===== config.mk =====
export PLATFORM = sky130hd
export DESIGN_NAME = pool_win_feeder_flat
export DESIGN_NICKNAME = d
export VERILOG_FILES = /design/src/rtl/pool_win_feeder_if.sv /design/src/rtl/pool_win_feeder.sv /design/src/flat_wrapper.sv
export SDC_FILE = /design/constraint.sdc
export NUM_CORES = 1
export LEC_CHECK = 0
export CORE_MARGIN = 10
export CORE_UTILIZATION = 45
export DETAILED_ROUTE_END_ITERATION = 7
export GPL_TIMING_DRIVEN = 0
export PLACE_DENSITY_LB_ADDON = 0.08
export RECOVER_POWER = 25
export REMOVE_ABC_BUFFERS = 1
export SETUP_SLACK_MARGIN = 0.15
export SYNTH_ARGS = -nofsm -noshare
export SYNTH_HDL_FRONTEND = slang
export SYNTH_SLANG_ARGS = --single-unit

===== constraint.sdc =====
create_clock -name clk -period 3.5 [get_ports clk]
set_clock_uncertainty 0.1 [all_clocks]
set_input_delay 0.7 -clock clk [delete_from_list [all_inputs] [get_ports clk]]
set_output_delay 0.7 -clock clk [all_outputs]
set_load 0.02 [all_outputs]

===== src/rtl/pool_win_feeder_if.sv =====
// ---------------------------------------------------------------------------
// pool_win_feeder_if
//
// Purpose:
//   Bundles the control handshake, feature-map buffer read port and pooling
//   datapath output of pool_win_feeder into one interface.
//
// Signals:
//   start      frame start request (toward the feeder)
//   win_rdy    downstream can accept a full 9-beat window (toward the feeder)
//   mem_rdata  buffer read data, valid one cycle after mem_ren (toward the feeder)
//   mem_ren    buffer read enable (from the feeder)
//   mem_raddr  buffer read address (from the feeder)
//   out_data   pixel to the pooling datapath (from the feeder)
//   out_vld    out_data valid (from the feeder)
//   busy       frame in progress (from the feeder)
//   done       single-cycle frame-complete pulse (from the feeder)
//
// Modports:
//   master  the feeder itself
//   slave   the surrounding system (controller, SRAM, pool datapath)
// ---------------------------------------------------------------------------
interface pool_win_feeder_if #(
    parameter int DATA_W = 8,
    parameter int ADDR_W = 8
);
    logic              start;
    logic              win_rdy;
    logic [DATA_W-1:0] mem_rdata;
    logic              mem_ren;
    logic [ADDR_W-1:0] mem_raddr;
    logic [DATA_W-1:0] out_data;
    logic              out_vld;
    logic              busy;
    logic              done;

    modport master (
        input  start,
        input  win_rdy,
        input  mem_rdata,
        output mem_ren,
        output mem_raddr,
        output out_data,
        output out_vld,
        output busy,
        output done
    );

    modport slave (
        output start,
        output win_rdy,
        output mem_rdata,
        input  mem_ren,
        input  mem_raddr,
        input  out_data,
        input  out_vld,
        input  busy,
        input  done
    );
endinterface


===== src/rtl/pool_win_feeder.sv =====
// ---------------------------------------------------------------------------
// pool_win_feeder
//
// Purpose:
//   Reads a feature map out of a synchronous-read buffer in 3x3
//   non-overlapping window order (windows in raster order, elements inside a
//   window row-major) and presents the pixels to the pooling datapath. Every
//   window is sent as 9 back-to-back valid beats, so a downstream 9-beat
//   window counter always stays aligned. Gaps appear only between windows,
//   when the downstream side is not ready at a window boundary.
//
// Parameters:
//   IMG_W   feature-map width  (multiple of 3)
//   IMG_H   feature-map height (multiple of 3)
//   DATA_W  pixel width
//   ADDR_W  buffer address width, IMG_W*IMG_H <= 2**ADDR_W
//
// Ports:
//   clk    rising-edge clock
//   rst_n  asynchronous active-low reset; aborts a frame without done
//   bus    pool_win_feeder_if.master:
//            start/win_rdy/mem_rdata in, mem_ren/mem_raddr/out_data/
//            out_vld/busy/done out
// ---------------------------------------------------------------------------
module pool_win_feeder #(
    parameter int IMG_W  = 6,
    parameter int IMG_H  = 6,
    parameter int DATA_W = 8,
    parameter int ADDR_W = 8
) (
    input  logic              clk,
    input  logic              rst_n,
    pool_win_feeder_if.master bus
);

    // Window grid dimensions and counter widths.
    localparam int NUM_WC = IMG_W / 3;
    localparam int NUM_WR = IMG_H / 3;
    localparam int WC_W   = (NUM_WC > 1) ? $clog2(NUM_WC) : 1;
    localparam int WR_W   = (NUM_WR > 1) ? $clog2(NUM_WR) : 1;

    localparam logic [WC_W-1:0] WC_LAST = WC_W'(NUM_WC - 1);
    localparam logic [WR_W-1:0] WR_LAST = WR_W'(NUM_WR - 1);

    // Address steps: one pixel row, one window row, one window column.
    localparam logic [ADDR_W-1:0] ROW_STEP  = ADDR_W'(IMG_W);
    localparam logic [ADDR_W-1:0] WROW_STEP = ADDR_W'(3 * IMG_W);
    localparam logic [ADDR_W-1:0] WCOL_STEP = ADDR_W'(3);

    localparam logic [2:0] S_IDLE  = 3'd0;
    localparam logic [2:0] S_WAIT  = 3'd1;
    localparam logic [2:0] S_RUN   = 3'd2;
    localparam logic [2:0] S_DRAIN = 3'd3;
    localparam logic [2:0] S_DONE  = 3'd4;

    logic [2:0]        r_state;
    logic              r_ren;
    logic [ADDR_W-1:0] r_raddr;
    logic              r_vld;
    logic              r_busy;

    // Position of the element currently on r_raddr (or, outside RUN, of the
    // next window to be issued). c/r index inside the window, wc/wr index the
    // window. The bases hold the address terms so no multiplier is needed:
    //   r_wrBase  = 3*wr*IMG_W
    //   r_rowBase = (3*wr + r)*IMG_W
    //   r_colBase = 3*wc
    logic [1:0]        r_c;
    logic [1:0]        r_r;
    logic [WC_W-1:0]   r_wc;
    logic [WR_W-1:0]   r_wr;
    logic [ADDR_W-1:0] r_wrBase;
    logic [ADDR_W-1:0] r_rowBase;
    logic [ADDR_W-1:0] r_colBase;

    logic [1:0]        w_nextC;
    logic [1:0]        w_nextR;
    logic [WC_W-1:0]   w_nextWc;
    logic [WR_W-1:0]   w_nextWr;
    logic [ADDR_W-1:0] w_nextWrBase;
    logic [ADDR_W-1:0] w_nextRowBase;
    logic [ADDR_W-1:0] w_nextColBase;
    logic [ADDR_W-1:0] w_nextAddr;
    logic [ADDR_W-1:0] w_winAddr;
    logic              w_lastElem;
    logic              w_lastWin;
    logic              w_startOk;

    assign w_lastElem = (r_c == 2'd2) && (r_r == 2'd2);
    assign w_lastWin  = (r_wc == WC_LAST) && (r_wr == WR_LAST);
    assign w_startOk  = (r_state == S_IDLE) && bus.start;

    // First element of the pending window; c and r are zero here, so the
    // row base is also the window-row base.
    assign w_winAddr = r_rowBase + r_colBase;

    // Step the position by one element: c wraps into r, r wraps into wc,
    // wc wraps into wr. After the last window everything wraps back to 0.
    always_comb begin
        w_nextC       = r_c;
        w_nextR       = r_r;
        w_nextWc      = r_wc;
        w_nextWr      = r_wr;
        w_nextWrBase  = r_wrBase;
        w_nextRowBase = r_rowBase;
        w_nextColBase = r_colBase;
        if (r_c != 2'd2) begin
            w_nextC = r_c + 2'd1;
        end else begin
            w_nextC = 2'd0;
            if (r_r != 2'd2) begin
                w_nextR       = r_r + 2'd1;
                w_nextRowBase = r_rowBase + ROW_STEP;
            end else begin
                w_nextR = 2'd0;
                if (r_wc != WC_LAST) begin
                    w_nextWc      = r_wc + WC_W'(1);
                    w_nextColBase = r_colBase + WCOL_STEP;
                    w_nextRowBase = r_wrBase;
                end else begin
                    w_nextWc      = '0;
                    w_nextColBase = '0;
                    if (r_wr != WR_LAST) begin
                        w_nextWr      = r_wr + WR_W'(1);
                        w_nextWrBase  = r_wrBase + WROW_STEP;
                        w_nextRowBase = r_wrBase + WROW_STEP;
                    end else begin
                        w_nextWr      = '0;
                        w_nextWrBase  = '0;
                        w_nextRowBase = '0;
                    end
                end
            end
        end
    end

    assign w_nextAddr = w_nextRowBase + w_nextColBase + ADDR_W'(w_nextC);

    // Position counters: cleared when a frame is accepted, stepped once per
    // issued read while in RUN.
    always_ff @(posedge clk or negedge rst_n) begin
        if (!rst_n) begin
            r_c       <= '0;
            r_r       <= '0;
            r_wc      <= '0;
            r_wr      <= '0;
            r_wrBase  <= '0;
            r_rowBase <= '0;
            r_colBase <= '0;
        end else if (w_startOk) begin
            r_c       <= '0;
            r_r       <= '0;
            r_wc      <= '0;
            r_wr      <= '0;
            r_wrBase  <= '0;
            r_rowBase <= '0;
            r_colBase <= '0;
        end else if (r_state == S_RUN) begin
            r_c       <= w_nextC;
            r_r       <= w_nextR;
            r_wc      <= w_nextWc;
            r_wr      <= w_nextWr;
            r_wrBase  <= w_nextWrBase;
            r_rowBase <= w_nextRowBase;
            r_colBase <= w_nextColBase;
        end
    end

    // Frame FSM. win_rdy is only looked at in WAIT and on the last element of
    // a window, so a window that has started always runs its 9 reads.
    always_ff @(posedge clk or negedge rst_n) begin
        if (!rst_n) begin
            r_state <= S_IDLE;
            r_ren   <= 1'b0;
            r_raddr <= '0;
            r_busy  <= 1'b0;
        end else begin
            case (r_state)
                S_IDLE: begin
                    r_ren <= 1'b0;
                    if (bus.start) begin
                        r_state <= S_WAIT;
                        r_busy  <= 1'b1;
                        r_raddr <= '0;
                    end
                end
                S_WAIT: begin
                    if (bus.win_rdy) begin
                        r_state <= S_RUN;
                        r_ren   <= 1'b1;
                        r_raddr <= w_winAddr;
                    end
                end
                S_RUN: begin
                    r_raddr <= w_nextAddr;
                    if (w_lastElem) begin
                        if (w_lastWin) begin
                            r_state <= S_DRAIN;
                            r_ren   <= 1'b0;
                        end else if (!bus.win_rdy) begin
                            r_state <= S_WAIT;
                            r_ren   <= 1'b0;
                        end
                    end
                end
                S_DRAIN: begin
                    r_state <= S_DONE;
                end
                S_DONE: begin
                    r_state <= S_IDLE;
                    r_busy  <= 1'b0;
                end
                default: begin
                    r_state <= S_IDLE;
                    r_ren   <= 1'b0;
                    r_busy  <= 1'b0;
                end
            endcase
        end
    end

    // Read data returns one cycle after the enable, so valid is the enable
    // delayed by one.
    always_ff @(posedge clk or negedge rst_n) begin
        if (!rst_n) begin
            r_vld <= 1'b0;
        end else begin
            r_vld <= r_ren;
        end
    end

    assign bus.mem_ren   = r_ren;
    assign bus.mem_raddr = r_raddr;
    assign bus.out_data  = bus.mem_rdata;
    assign bus.out_vld   = r_vld;
    assign bus.busy      = r_busy;
    assign bus.done      = (r_state == S_DONE);

endmodule

===== src/flat_wrapper.sv =====
// flat-port wrapper written by rule: the top's interface ports become plain ports
module pool_win_feeder_flat 
#(
    parameter int IMG_W  = 6,
    parameter int IMG_H  = 6,
    parameter int DATA_W = 8,
    parameter int ADDR_W = 8
)
  (clk, rst_n, bus_start, bus_win_rdy, bus_mem_rdata, bus_mem_ren, bus_mem_raddr, bus_out_data, bus_out_vld, bus_busy, bus_done);
  pool_win_feeder_if #(.DATA_W(DATA_W), .ADDR_W(ADDR_W)) bus_i ();
  input  logic clk;
  input  logic rst_n;
  input wire logic [$bits(bus_i.start)-1:0] bus_start;
  input wire logic [$bits(bus_i.win_rdy)-1:0] bus_win_rdy;
  input wire logic [$bits(bus_i.mem_rdata)-1:0] bus_mem_rdata;
  output wire logic [$bits(bus_i.mem_ren)-1:0] bus_mem_ren;
  output wire logic [$bits(bus_i.mem_raddr)-1:0] bus_mem_raddr;
  output wire logic [$bits(bus_i.out_data)-1:0] bus_out_data;
  output wire logic [$bits(bus_i.out_vld)-1:0] bus_out_vld;
  output wire logic [$bits(bus_i.busy)-1:0] bus_busy;
  output wire logic [$bits(bus_i.done)-1:0] bus_done;
  assign bus_i.start = bus_start;
  assign bus_i.win_rdy = bus_win_rdy;
  assign bus_i.mem_rdata = bus_mem_rdata;
  assign bus_mem_ren = bus_i.mem_ren;
  assign bus_mem_raddr = bus_i.mem_raddr;
  assign bus_out_data = bus_i.out_data;
  assign bus_out_vld = bus_i.out_vld;
  assign bus_busy = bus_i.busy;
  assign bus_done = bus_i.done;
  pool_win_feeder #(.IMG_W(IMG_W), .IMG_H(IMG_H), .DATA_W(DATA_W), .ADDR_W(ADDR_W)) u_core (.clk(clk), .rst_n(rst_n), .bus(bus_i));
endmodule

# == Yosys cells after proc, flatten, opt, wreduce, memory -nomap -nowiden ==
# Cells that the tools add are included.
# totals
regBits,44
in_bits,12
output_inout_bits,20
elab_cells,103
# classes
n_addsub,10
eq_ne,14
mux,49
bitwise_logic,2
n_reduce_logical,16
# op_table
op,count
$mux W8,17
$pmux W8 S3,1
$add A8 B8 Y8,2
$mux W1,16
$mux W3,5
$mux W2,7
$pmux W3 S4,1
$reduce_and A4 Y1,3
$add A8 B2 Y8,1
$add A8 B2 Y8 const B,1
$add A8 B3 Y8 const B,1
$add A8 B5 Y8 const B,1
$ne A2 B2 Y1 const B,4
$eq A3 B2 Y1 const B,2
$ne A2 B1 Y1 const B,3
$reduce_and A3 Y1,2
$add A2 B1 Y2 const B,2
$eq A2 B2 Y1 const B,2
$reduce_and A2 Y1,2
$reduce_bool A2 Y1,2
$eq A3 B1 Y1 const B,1
$eq A3 B3 Y1 const B,1
$logic_and A1 B1 Y1,3
$logic_not A3 Y1,1
8 further kinds,10

# == Logic depth before layout (Yosys ltp) ==
# Gate-level depths: netlist of run 1.
# logic_depth
depth_word,8
mapped_depth,17

# == Least setup slack after synthesis of run 1 ==
# OpenSTA, ideal clock, no wires.
# synth_timing
kind,reg-to-reg
startpoint,register u_core.r_c[0]
endpoint,register u_core.r_raddr[7] (netlist: u_core.bus.mem_raddr[7])
arrival_ns,3.149
t_required_ns,3.269
path_slack_ns,0.120
stages_incl_launch_ff,18
n_path_buf,2
period_less_slack_ns,3.380
cell_sequence,dfrtp_1 nand4bb_1 buf_2 buf_1 nor3_1 a21oi_1 fa_1 inv_1 ha_1 inv_1 fa_1 nand2b_1 a21oi_1 o21a_1 nor2_1 xnor2_1 xnor2_1 o21ai_1
# synth_via
elab_chain_len,5
elab_cells_between_ends,8
cone_classes,3 x add/sub; 1 x eq/ne; 4 x mux
# synth_rtl
item,line_no,source
"start, declared",pool_win_feeder.sv:68,logic [1:0] r_c;
"start signal, assigned",pool_win_feeder.sv:159,r_c <= w_nextC;
$ne A2 B2 Y1,pool_win_feeder.sv:107,if (r_c != 2'd2) begin
$mux W8,pool_win_feeder.sv:107,
$add A8 B8 Y8,pool_win_feeder.sv:137,assign w_nextAddr = w_nextRowBase + w_nextColBase + ADDR_W'(w_nextC);
$add A8 B2 Y8 *,pool_win_feeder.sv:137,
$pmux W8 S3 *,pool_win_feeder.sv:178,case (r_state)
"end signal, assigned",pool_win_feeder.sv:191,r_raddr <= w_winAddr;
"end signal, assigned",pool_win_feeder.sv:195,r_raddr <= w_nextAddr;
"end, declared",pool_win_feeder.sv:58,logic [ADDR_W-1:0] r_raddr;
# Every way passes the cells marked *; elsewhere a longest branch is shown, timed or not.
# A chain may end at the register's enable or synchronous reset.

# == Worst setup path in the final report of run 1 ==
# Ends and elaborated chain as after synthesis.

==> results of run 1 <==
sequential cells by signal, summed over array words and instances (netlist names), 2 cells and up:
name / count
u_core.r_state: 3
u_core.r_r: 2
u_core.r_wrBase: 8
u_core.bus.mem_raddr: 8
u_core.r_c: 2
u_core.r_rowBase: 8
u_core.r_colBase: 8
layout make-up:
cell class / instances / area, um2 / share of cell area
clock buffers: 5 / 68.82 / 0.01817
clock inverters: 2 / 12.51 / 0.003304
inverters: 13 / 48.80 / 0.01288
multi-input cells: 287 / 2041 / 0.5388
flip-flops and latches: 44 / 1115 / 0.2944
well taps: 96 / 120.1 / 0.03171
repair buffers: 44 / 381.6 / 0.1008
per-layer routing:
layer	vias to the layer above	GRT usage	wire length (um)	share of wire
met5	-	0	0	0
met4	0	0.04871	140	0.018
met3	11	0.03222	303	0.038
met2	59	0.2450	3901	0.49
met1	1328	0.1726	3557	0.45
li1	1362	-	-	-
worst reg2reg max path, cell delays in order, from the launching register on:
cell and delay, ps:
dfrtp_2 470, and4bb_2 380, and3_1 210, a21oi_1 80
fa_1 400, inv_1 70, ha_2 180, inv_2 40
fa_2 340, nand2b_4 170, a21oi_4 130, o21a_1 120
nor2_1 40, xnor2_1 150, xnor2_1 140, o21ai_1 70
how the worst max path moves through the flow:
| stage | start | end | slack, ps | depth (start not counted) |
|---|---|---|---|---|
| after CTS | u_core.r_r[0] | u_core.bus.mem_raddr[7] | 170 | 16 |
| after floorplan | u_core.r_c[0] | u_core.bus.mem_raddr[7] | -10 | 15 |
| final | u_core.r_c[0] | u_core.bus.mem_raddr[7] | 270 | 15 |
| after detailed placement | u_core.r_c[0] | u_core.bus.mem_raddr[7] | -700 | 15 |
| after global placement | u_core.r_c[0] | u_core.bus.mem_raddr[7] | -670 | 15 |
| after global routing | u_core.r_c[0] | u_core.bus.mem_raddr[6] | 110 | 14 |
logic make-up after synthesis:
family	after synthesis	synth area share
muxes	2	0.006357
AOI/OAI and AO/OA	121	0.2384
xor gates and xnor gates	13	0.03615
adders and majority gates	25	0.1089
DFF	44	0.3496
buffers and inverters	36	0.05563
and+or+nand+nor	125	0.2050
cell usage in the layout, fill, tap and decap left out, drive strengths merged, types with 2 or more instances in the layout:
| cell type | instances |
|---|---|
| nor2b | 10 |
| nand2b | 9 |
| fa | 4 |
| a22oi | 4 |
| a21oi | 42 |
| a22o | 13 |
| nand3 | 8 |
| dfrtp | 44 |
| xnor2 | 10 |
| o211ai | 3 |
| xor2 | 3 |
| o21ai | 34 |
| nor3b | 2 |
| mux2i | 2 |
| a31oi | 3 |
| ha | 21 |
| or3 | 3 |
| nand4bb | 2 |
| buf | 28 |
| nand4 | 2 |
| nand2 | 32 |
| inv | 13 |
| o21bai | 3 |
| a32oi | 2 |
| nor2 | 37 |
| clkdlybuf4s50 | 14 |
| clkbuf | 7 |
| a211oi | 2 |
| a21o | 5 |
| nor3 | 12 |
| o31ai | 2 |
power by group through the flow:
| stage | Combinational [mW] | Clock, mW | Sequential, mW |
|---|---|---|---|
| 2_1_floorplan | 0.438 | 0 | 0.758 |
| 3_3_place_gp | 0.773 | 0 | 0.711 |
| 3_5_place_dp | 0.805 | 0 | 0.716 |
| 4_1_cts | 0.878 | 0.331 | 0.718 |
| 5_1_grt | 1.03 | 0.351 | 0.729 |
| 6_report | 0.928 | 0.322 | 0.712 |
per-stage QoR:
stage,util,hold WS [ps]
final,0.5575,313.5
after floorplan,-,304.4
after global routing,0.5575,365.9
after CTS,0.5311,198.6
after global placement,0.4847,304.5
after detailed placement,0.4913,314.2
timing repair:
action	4_1_cts	5_1_grt
setup buffers	12	15
pin swaps	4	9
gates resized for setup	22	24
cloned	1	0
endpoints found under the setup margin	6	3
==> flow_summary_export.csv, run 1 <==
group,metric,value,unit
global_route,grt.overflow.total,0,
setup_path,worstPathRequired,3570,ps
timing,slew_viol_final,32,
synthesis,synth-main-ff-cell,"dfrtp_1",
synthesis,synthArstFlopShare,1.000,
power,p_int,1.139,mW
layout,final_cells,491,
setup_path,crit_slowest_cell,"dfrtp_2",
synthesis,synth-edff-count,0,
status,outcome,"finished, violations left",
layout,design_area,3787,um2
layout,nNetsFinal,432,
timing,tightest_slew,1736,ps
setup_path,cp-start-kind,"flip-flop",
synthesis,netlist_area,3149,um2
synthesis,synth_warnings,0,
timing,setup-violations-final,0,
power,peakVddDrop,0.3386,mV
timing,fin_setup_tns,0,ps
layout,diodes,0,
setup_path,cp-end-kind,"flip-flop",
clock_network,cts_root_buffer,"clkbuf_8",
timing,timing.fmax,0.3100,GHz
hold_path,hp-class,"reg -> reg",
timing,timing.final.ws_setup,274.1,ps
clock_network,cts_hold_buffers,0,
drt,vias,2760,
drt,drc,0,
setup_path,reg2regPathDepth,15,
power,sw_frac_of_total,0.4195,
timing,rsz0062_at_grt,"yes",
status,violations,"capacitance limit, slew limit",
clock_network,clock_latency,310,ps
synthesis,synth_area_per_cell,8.605,um2
power,p_total,1.962,mW
synthesis,synthTopCellsByCount,"dfrtp_1 (44), a21oi_1 (40), nor2_1 (37), o21ai_0 (33), nand2_1 (32)",
job,maxCapViolations,1,
floorplan,die_area,10740,um2
global_route,grt_antenna_before_repair,0,
setup_path,critPathMaxStageDelay,470,ps
setup_path,path_class,"reg -> reg",
setup_path,path_buf_inv,2,
setup_path,arrival,3290,ps
clock_network,clkTransAtPathRegs,100,ps
global_route,grt_pass1_wl,13.03,mm
floorplan,fp.dieH,103.7,um
placed_design,placed_area,3338,um2
floorplan,start_util,0.4635,
setup_path,r2r-start,"u_core.r_c[0]",
global_route,grt_max_degree,32,
drt,drtIter0Drc,134,
layout,syn_to_final_growth,20.26,%
synthesis,yosysMostFrequentCell,"dfrtp_1",
hold_path,worstHoldEndpoint,"u_core.bus.out_vld",
layout,nFillCells,604,
clock_network,clk_path_buf_depth,2,
synthesis,synthTopCellsByArea,"dfrtp_1 (35%), ha_1 (8.3%), a21oi_1 (6.4%)",
clock_network,h-tree-depth,2,
floorplan,die_w,103.7,um
layout,drive_gt1_frac,0.2051,
power,leakagePower,1.668,nW
synthesis,synth_largest_area_cell,"dfrtp_1",
synthesis,yosysUniqueCellTypes,55,
drt,routed_wl,7.901,mm
timing,fin_crit,3226,ps
placed_design,hpwl,5.414,mm
clock_network,cts_sinks,44,
power,power_frac_clock,0.164,
drt,wire_per_inst,16.09,um
placed_design,gp_congestion,0.8786,
hold_path,whs_path_depth,0,
power,comb_power_share,0.473,
placed_design,pre_cts_ws,-701.1,ps
drt,route.detailed.vias_per_inst,5.621,
synthesis,synth_top_cell_area_share,0.3496,
setup_path,rr_endpoint,"u_core.bus.mem_raddr[7]",
floorplan,core,6794,um2
drt,first_pass_iters,4,
timing,slew_headroom,-0.1572,
power,p_per_area,517.9,nW/um2
synthesis,ys_seq_area_frac,0.3496,
placed_design,place_inst,456,
timing,timing.final.crit_share,0.9217,
synthesis,ys_seq_elements,44,
floorplan,pin_count,32,
timing,finalHoldViolations,0,
setup_path,path_max_fanout,7,
drt,ant_nets,0,
setup_path,crit_path_cell_trace,"and4bb_2, and3_1, a21oi_1, fa_1, inv_1, ha_2, inv_2, fa_2, nand2b_4, a21oi_4, o21a_1, nor2_1, xnor2_1, xnor2_1, o21ai_1",
power,p_seq_frac,0.363,
clock_network,cts_buffers,5,
setup_path,cp_common_cell,"xnor2_1",
setup_path,reg2reg_setup_slack,270,ps
placed_design,port_buffers,15,
power,switching_power,822.8,uW
synthesis,synthCells,366,
global_route,grt_pass1_vias,2698,
global_route,grt_usage,0.1433,
setup_path,cp_top_family,"adder cells",
floorplan,rows,30,
hold_path,hp-start,"u_core.bus.mem_ren",
clock_network,cts_tree,"yes",
(Power assumes the default switching activity.)
==> inputs of run 2 (changes only) <==
--- a/config.mk
+++ b/config.mk
@@ -8,6 +8,7 @@
 export CORE_MARGIN = 10
 export CORE_UTILIZATION = 45
 export DETAILED_ROUTE_END_ITERATION = 7
+export DONT_BUFFER_PORTS = 1
 export GPL_TIMING_DRIVEN = 0
 export PLACE_DENSITY_LB_ADDON = 0.08
 export RECOVER_POWER = 25
==> run 2 against run 1 <==
Net effect:
- hold slack worse by 190 ps
- largest power group is now sequential cells
- largest cell class unchanged
- the run now ends clean
- via count down 3.4%
- setup slack worse by 15 ps
==> flow_summary_export.csv, run 2 (synthesis gave the netlist of run 1 again) <==
group,metric,value,unit
clock_network,cts_tree,"yes",
clock_network,clk_path_buf_depth,2,
drt,drc,0,
layout,nNetsFinal,411,
setup_path,cp-start-kind,"flip-flop",
layout,layout_commonest_cell,"nor2_1",
setup_path,path_class,"reg -> reg",
setup_path,path_max_fanout,6,
power,peakVddDrop,0.3840,mV
floorplan,rows,30,
global_route,grt_pass1_wl,12.68,mm
hold_path,hp-class,"in -> async",
power,leakagePower,1.596,nW
placed_design,placed_area,3161,um2
floorplan,start_util,0.4635,
layout,final_cells,470,
drt,wire_per_inst,16.67,um
timing,fin_crit,3241,ps
clock_network,h-tree-depth,2,
drt,ant_nets,0,
global_route,grt.overflow.total,0,
global_route,grt_pass1_vias,2566,
setup_path,path_buf_inv,1,
clock_network,cts_root_buffer,"clkbuf_8",
setup_path,critPathMaxStageDelay,500,ps
drt,vias,2666,
timing,slew_headroom,0.1663,
power,p_per_area,507.7,nW/um2
clock_network,clkTransAtPathRegs,90,ps
setup_path,crit_path_cell_trace,"buf_4, nand4bb_4, or4_1, a21oi_1, a21o_1, ha_1, ha_1, o21ai_1, a21oi_2, o21a_1, nor2_1, xnor2_1, xnor2_1, o21ai_1",
placed_design,hpwl,5.252,mm
layout,nFillCells,620,
global_route,grt_usage,0.1403,
floorplan,die_w,103.7,um
drt,drtIter0Drc,110,
layout,design_area,3595,um2
layout,drive_gt1_frac,0.1898,
job,maxCapViolations,0,
timing,timing.final.ws_setup,259.0,ps
timing,timing.fmax,0.3086,GHz
drt,route.detailed.vias_per_inst,5.672,
layout,syn_to_final_growth,14.14,%
timing,timing.final.crit_share,0.9260,
placed_design,place_inst,440,
timing,rsz0062_at_grt,"yes",
drt,first_pass_iters,4,
layout,final_util,0.5291,
floorplan,pin_count,32,
global_route,grt_max_degree,45,
timing,slew_viol_final,0,
drt,routed_wl,7.837,mm
floorplan,fp.dieH,103.7,um
layout,final_cell_mix,"nor2_1 (37), a21oi_1 (36), dfrtp_1 (35)",
clock_network,cts_sinks,44,
global_route,grt_antenna_before_repair,0,
placed_design,gp_congestion,0.8663,
timing,finalHoldViolations,0,
setup_path,cp-end-kind,"flip-flop",
setup_path,cp_top_family,"simple AND/OR/NAND/NOR gates",
timing,tightest_slew,1251,ps
placed_design,port_buffers,0,
setup_path,arrival,3310,ps
clock_network,clock_latency,300,ps
layout,diodes,0,
status,outcome,"finished, final reports clean",
placed_design,pre_cts_ws,-636.0,ps
setup_path,worstPathRequired,3570,ps
setup_path,crit_slowest_cell,"or4_1",
floorplan,die_area,10740,um2
timing,setup-violations-final,0,
clock_network,cts_buffers,5,
floorplan,core,6794,um2
==> run 2: changes by cell type in the layout (fill, tap and decap cells not counted), sizes merged <==
cell           previous run  this run
buf                      28        23
clkbuf                    7         5
clkdlybuf4s50            14         0
==> run 2: layout make-up <==
class                   instances  area (um2)  area share
repair buffers                 23       203.9     0.05674
clock inverters                 2       12.51    0.003481
inverters                      13       48.80     0.01357
clock buffers                   5       68.82     0.01914
well taps                      96       120.1     0.03341
multi-input cells             287        2026      0.5635
flip-flops and latches         44        1115      0.3101
==> run 2: stage by stage <==
stage	setup TNS [ps]	hold slack (ps)	total power [mW]
4_1_cts	0	137.1	1.821
3_5_place_dp	-1776	306.0	1.385
3_3_place_gp	-1597	305.9	1.367
6_report	0	127.9	1.825
5_1_grt	0	116.7	1.960
2_1_floorplan	-14.04	304.4	1.196
==> run 2: report_power, final <==
part	leakage (nW)	switching [mW]	internal, mW
Sequential	0.577	0.186	0.604
Clock	0.0400	0.186	0.136
Combinational	0.979	0.430	0.284
Total	1.60	0.801	1.02
==> run 2: what timing repair did <==
action / CTS / global route
hold endpoints to repair: 44 / 0
pin swaps: 2 / 7
gates cloned: 1 / 0
setup buffers: 15 / 6
gates resized for setup: 22 / 21
hold buffers: 1 / 0
endpoints found under the setup margin: 6 / 2
==> run 2: final timing paths <==
path,slack (ps),endpoint,cells past startpoint,start
max,260,u_core.bus.mem_raddr[7],14,u_core.r_r[1]
min,130,u_core.bus.mem_raddr[0],1,rst_n
max reg2reg,260,u_core.bus.mem_raddr[7],14,u_core.r_r[1]
min reg2reg,440,u_core.r_wrBase[7],2,u_core.r_wrBase[7]
max in group asynchronous,2930,u_core.r_wrBase[1],1,rst_n
min in group clk,440,u_core.r_wrBase[7],2,u_core.r_wrBase[7]
==> run 2: worst register-to-register path, cell delays in order (launching register included) <==
cell	delay, ps
dfrtp_2	460
buf_4	150
nand4bb_4	160
or4_1	500
a21oi_1	140
a21o_1	120
ha_1	240
ha_1	350
o21ai_1	190
a21oi_2	50
o21a_1	160
nor2_1	120
xnor2_1	150
xnor2_1	150
o21ai_1	70
==> run 2: metal layers <==
| metal | vias to the layer above | share of wire | global-route usage |
|---|---|---|---|
| met5 | - | 0 | 0 |
| met4 | 0 | 0.011 | 0.03181 |
| met1 | 1284 | 0.46 | 0.1775 |
| met2 | 53 | 0.48 | 0.2351 |
| met3 | 8 | 0.044 | 0.03346 |
| li1 | 1321 | - | - |
==> inputs of run 3 (changes only) <==
--- a/config.mk
+++ b/config.mk
@@ -5,8 +5,10 @@
 export SDC_FILE = /design/constraint.sdc
 export NUM_CORES = 1
 export LEC_CHECK = 0
+export CAP_MARGIN = 15
 export CORE_MARGIN = 10
 export CORE_UTILIZATION = 45
+export CTS_BUF_LIST = sky130_fd_sc_hd__clkbuf_8
 export DETAILED_ROUTE_END_ITERATION = 7
 export DONT_BUFFER_PORTS = 1
 export GPL_TIMING_DRIVEN = 0
==> run 3 against run 2 <==
Net effect:
- combinational power up 2%
- global-route usage up 0.26 points
- largest power group unchanged
- register-to-register slack about the same
==> flow_summary_export.csv, run 3 (synthesis gave the netlist of run 1 again) <==
group,metric,value,unit
status,outcome,"finished, final reports clean",
setup_path,r2r-start,"u_core.r_c[1]",
placed_design,gp_congestion,0.8663,
drt,route.detailed.vias_per_inst,5.696,
drt,routed_wl,7.715,mm
global_route,met3_usage,0.03160,
global_route,grt.overflow.total,0,
power,power_frac_clock,0.174,
power,comb_power_share,0.395,
timing,setup-violations-final,0,
power,switching_power,800.1,uW
layout,layout_commonest_cell,"a21oi_1",
global_route,grt_antenna_before_repair,0,
placed_design,placed_area,3168,um2
drt,drc,0,
drt,vias,2694,
layout,final_util,0.5331,
layout,final_cell_mix,"a21oi_1 (38), nor2_1 (35), dfrtp_1 (35)",
setup_path,cp-end-kind,"flip-flop",
global_route,grt_use_met2,0.2482,
setup_path,worstPathRequired,3570,ps
floorplan,rows,30,
setup_path,cp-start-kind,"flip-flop",
layout,diodes,0,
global_route,top_usage_layer,"met2",
hold_path,hp-class,"in -> async",
timing,timing.final.crit_share,0.9228,
clock_network,h-tree-depth,2,
global_route,grt_usage,0.1429,
power,sw_frac_of_total,0.4348,
clock_network,cts_tree,"yes",
layout,syn_to_final_growth,15.02,%
timing,tightest_slew,1092,ps
timing,slew_viol_final,0,
floorplan,die_area,10740,um2
placed_design,port_buffers,0,
power,p_seq_frac,0.431,
layout,design_area,3622,um2
layout,nFillCells,618,
drt,wire_per_inst,16.31,um
floorplan,die_w,103.7,um
drt,first_pass_iters,4,
global_route,gr-usage-met1,0.1750,
drt,drtIter0Drc,110,
setup_path,path_class,"reg -> reg",
layout,nNetsFinal,414,
power,leakagePower,1.606,nW
drt,ant_nets,0,
setup_path,startpoint,"u_core.r_c[1]",
setup_path,crit_path_end,"u_core.bus.mem_raddr[7]",
clock_network,cts_sinks,44,
clock_network,cts_root_buffer,"clkbuf_8",
clock_network,clkTransAtPathRegs,90,ps
power,peakVddDrop,0.3656,mV
timing,rsz0062_at_grt,"yes",
floorplan,fp.dieH,103.7,um
timing,fin_crit,3230,ps
power,p_per_area,508.0,nW/um2
setup_path,path_max_fanout,7,
floorplan,pin_count,32,
clock_network,clk_path_buf_depth,2,
setup_path,arrival,3300,ps
global_route,grt_max_degree,45,
power,p_int,1.040,mW
floorplan,core,6794,um2
global_route,grt_pass1_vias,2618,
setup_path,rr_endpoint,"u_core.bus.mem_raddr[7]",
timing,timing.fmax,0.3096,GHz
setup_path,reg2regPathDepth,14,
job,maxCapViolations,0,
floorplan,start_util,0.4635,
clock_network,cts_buffers,5,
setup_path,reg2reg_setup_slack,270,ps
timing,finalHoldViolations,0,
layout,drive_gt1_frac,0.1936,
global_route,grt_pass1_wl,12.93,mm
placed_design,hpwl,5.262,mm
clock_network,clock_latency,300,ps
timing,slew_headroom,0.2690,
run 3: worst min path at each step:
stage,to,slack [ps]
2_1_floorplan,u_core.bus.busy,300
3_3_place_gp,u_core.bus.mem_raddr[1],310
3_5_place_dp,u_core.bus.mem_raddr[1],310
4_1_cts,u_core.bus.mem_raddr[1],130
5_1_grt,u_core.bus.mem_raddr[1],130
6_report,u_core.bus.mem_raddr[1],130
run 3: stage by stage:
stage	hold slack (ps)	setup TNS, ps	cells	power [mW]	worst slack [ps]
after floorplan	304.4	-14.04	343	1.196	-14.04
after CTS	131.1	0	463	1.830	157.9
after global routing	132.1	0	473	1.977	94.31
after detailed placement	306.0	-1673	441	1.399	-642.1
after global placement	305.9	-1597	439	1.367	-586.0
final	130.1	0	473	1.840	270.3
run 3: power by group through the flow:
| stage | clock, mW | combinational (mW) | sequential [mW] |
|---|---|---|---|
| after floorplan | 0 | 0.438 | 0.758 |
| after global placement | 0 | 0.577 | 0.790 |
| after detailed placement | 0 | 0.604 | 0.795 |
| after CTS | 0.338 | 0.694 | 0.799 |
| after global routing | 0.353 | 0.816 | 0.808 |
| final | 0.321 | 0.727 | 0.792 |
run 3: critical path, stage by stage (launching register included):
cell and delay, ps:
dfrtp_2 480, and4bb_2 290, a221oi_4 270, fa_1 450, inv_1 70, ha_1 160, inv_1 50, fa_2 350
nand2b_4 160, a21oi_2 130, o21a_1 140, nor2_2 40, xnor2_1 180, xnor2_1 150, o21ai_1 70
run 3: final cells by class:
cell class	count	area (um2)	area share
clock buffer	5	68.82	0.01900
clock inverter	2	12.51	0.003454
inverter	13	48.80	0.01347
multi-input combinational	287	2034	0.5617
sequential	44	1115	0.3078
tap	96	120.1	0.03316
timing repair buffer	26	222.7	0.06149
run 3: layer usage:
| metal | routed length, um | share of wire | up-vias |
|---|---|---|---|
| li1 | - | - | 1328 |
| met1 | 3634 | 0.47 | 1302 |
| met2 | 3684 | 0.48 | 53 |
| met3 | 301 | 0.039 | 11 |
| met4 | 94 | 0.012 | 0 |
| met5 | 0 | 0 | - |
run 3: what timing repair did:
item | in CTS | in global routing
buffers inserted | 13 | 10
hold buffers | 1 | 0
endpoints found under the hold margin | 44 | 0
gates cloned | 1 | 0
pin swaps | 4 | 7
resized for setup | 24 | 18
setup endpoints to repair | 6 | 2
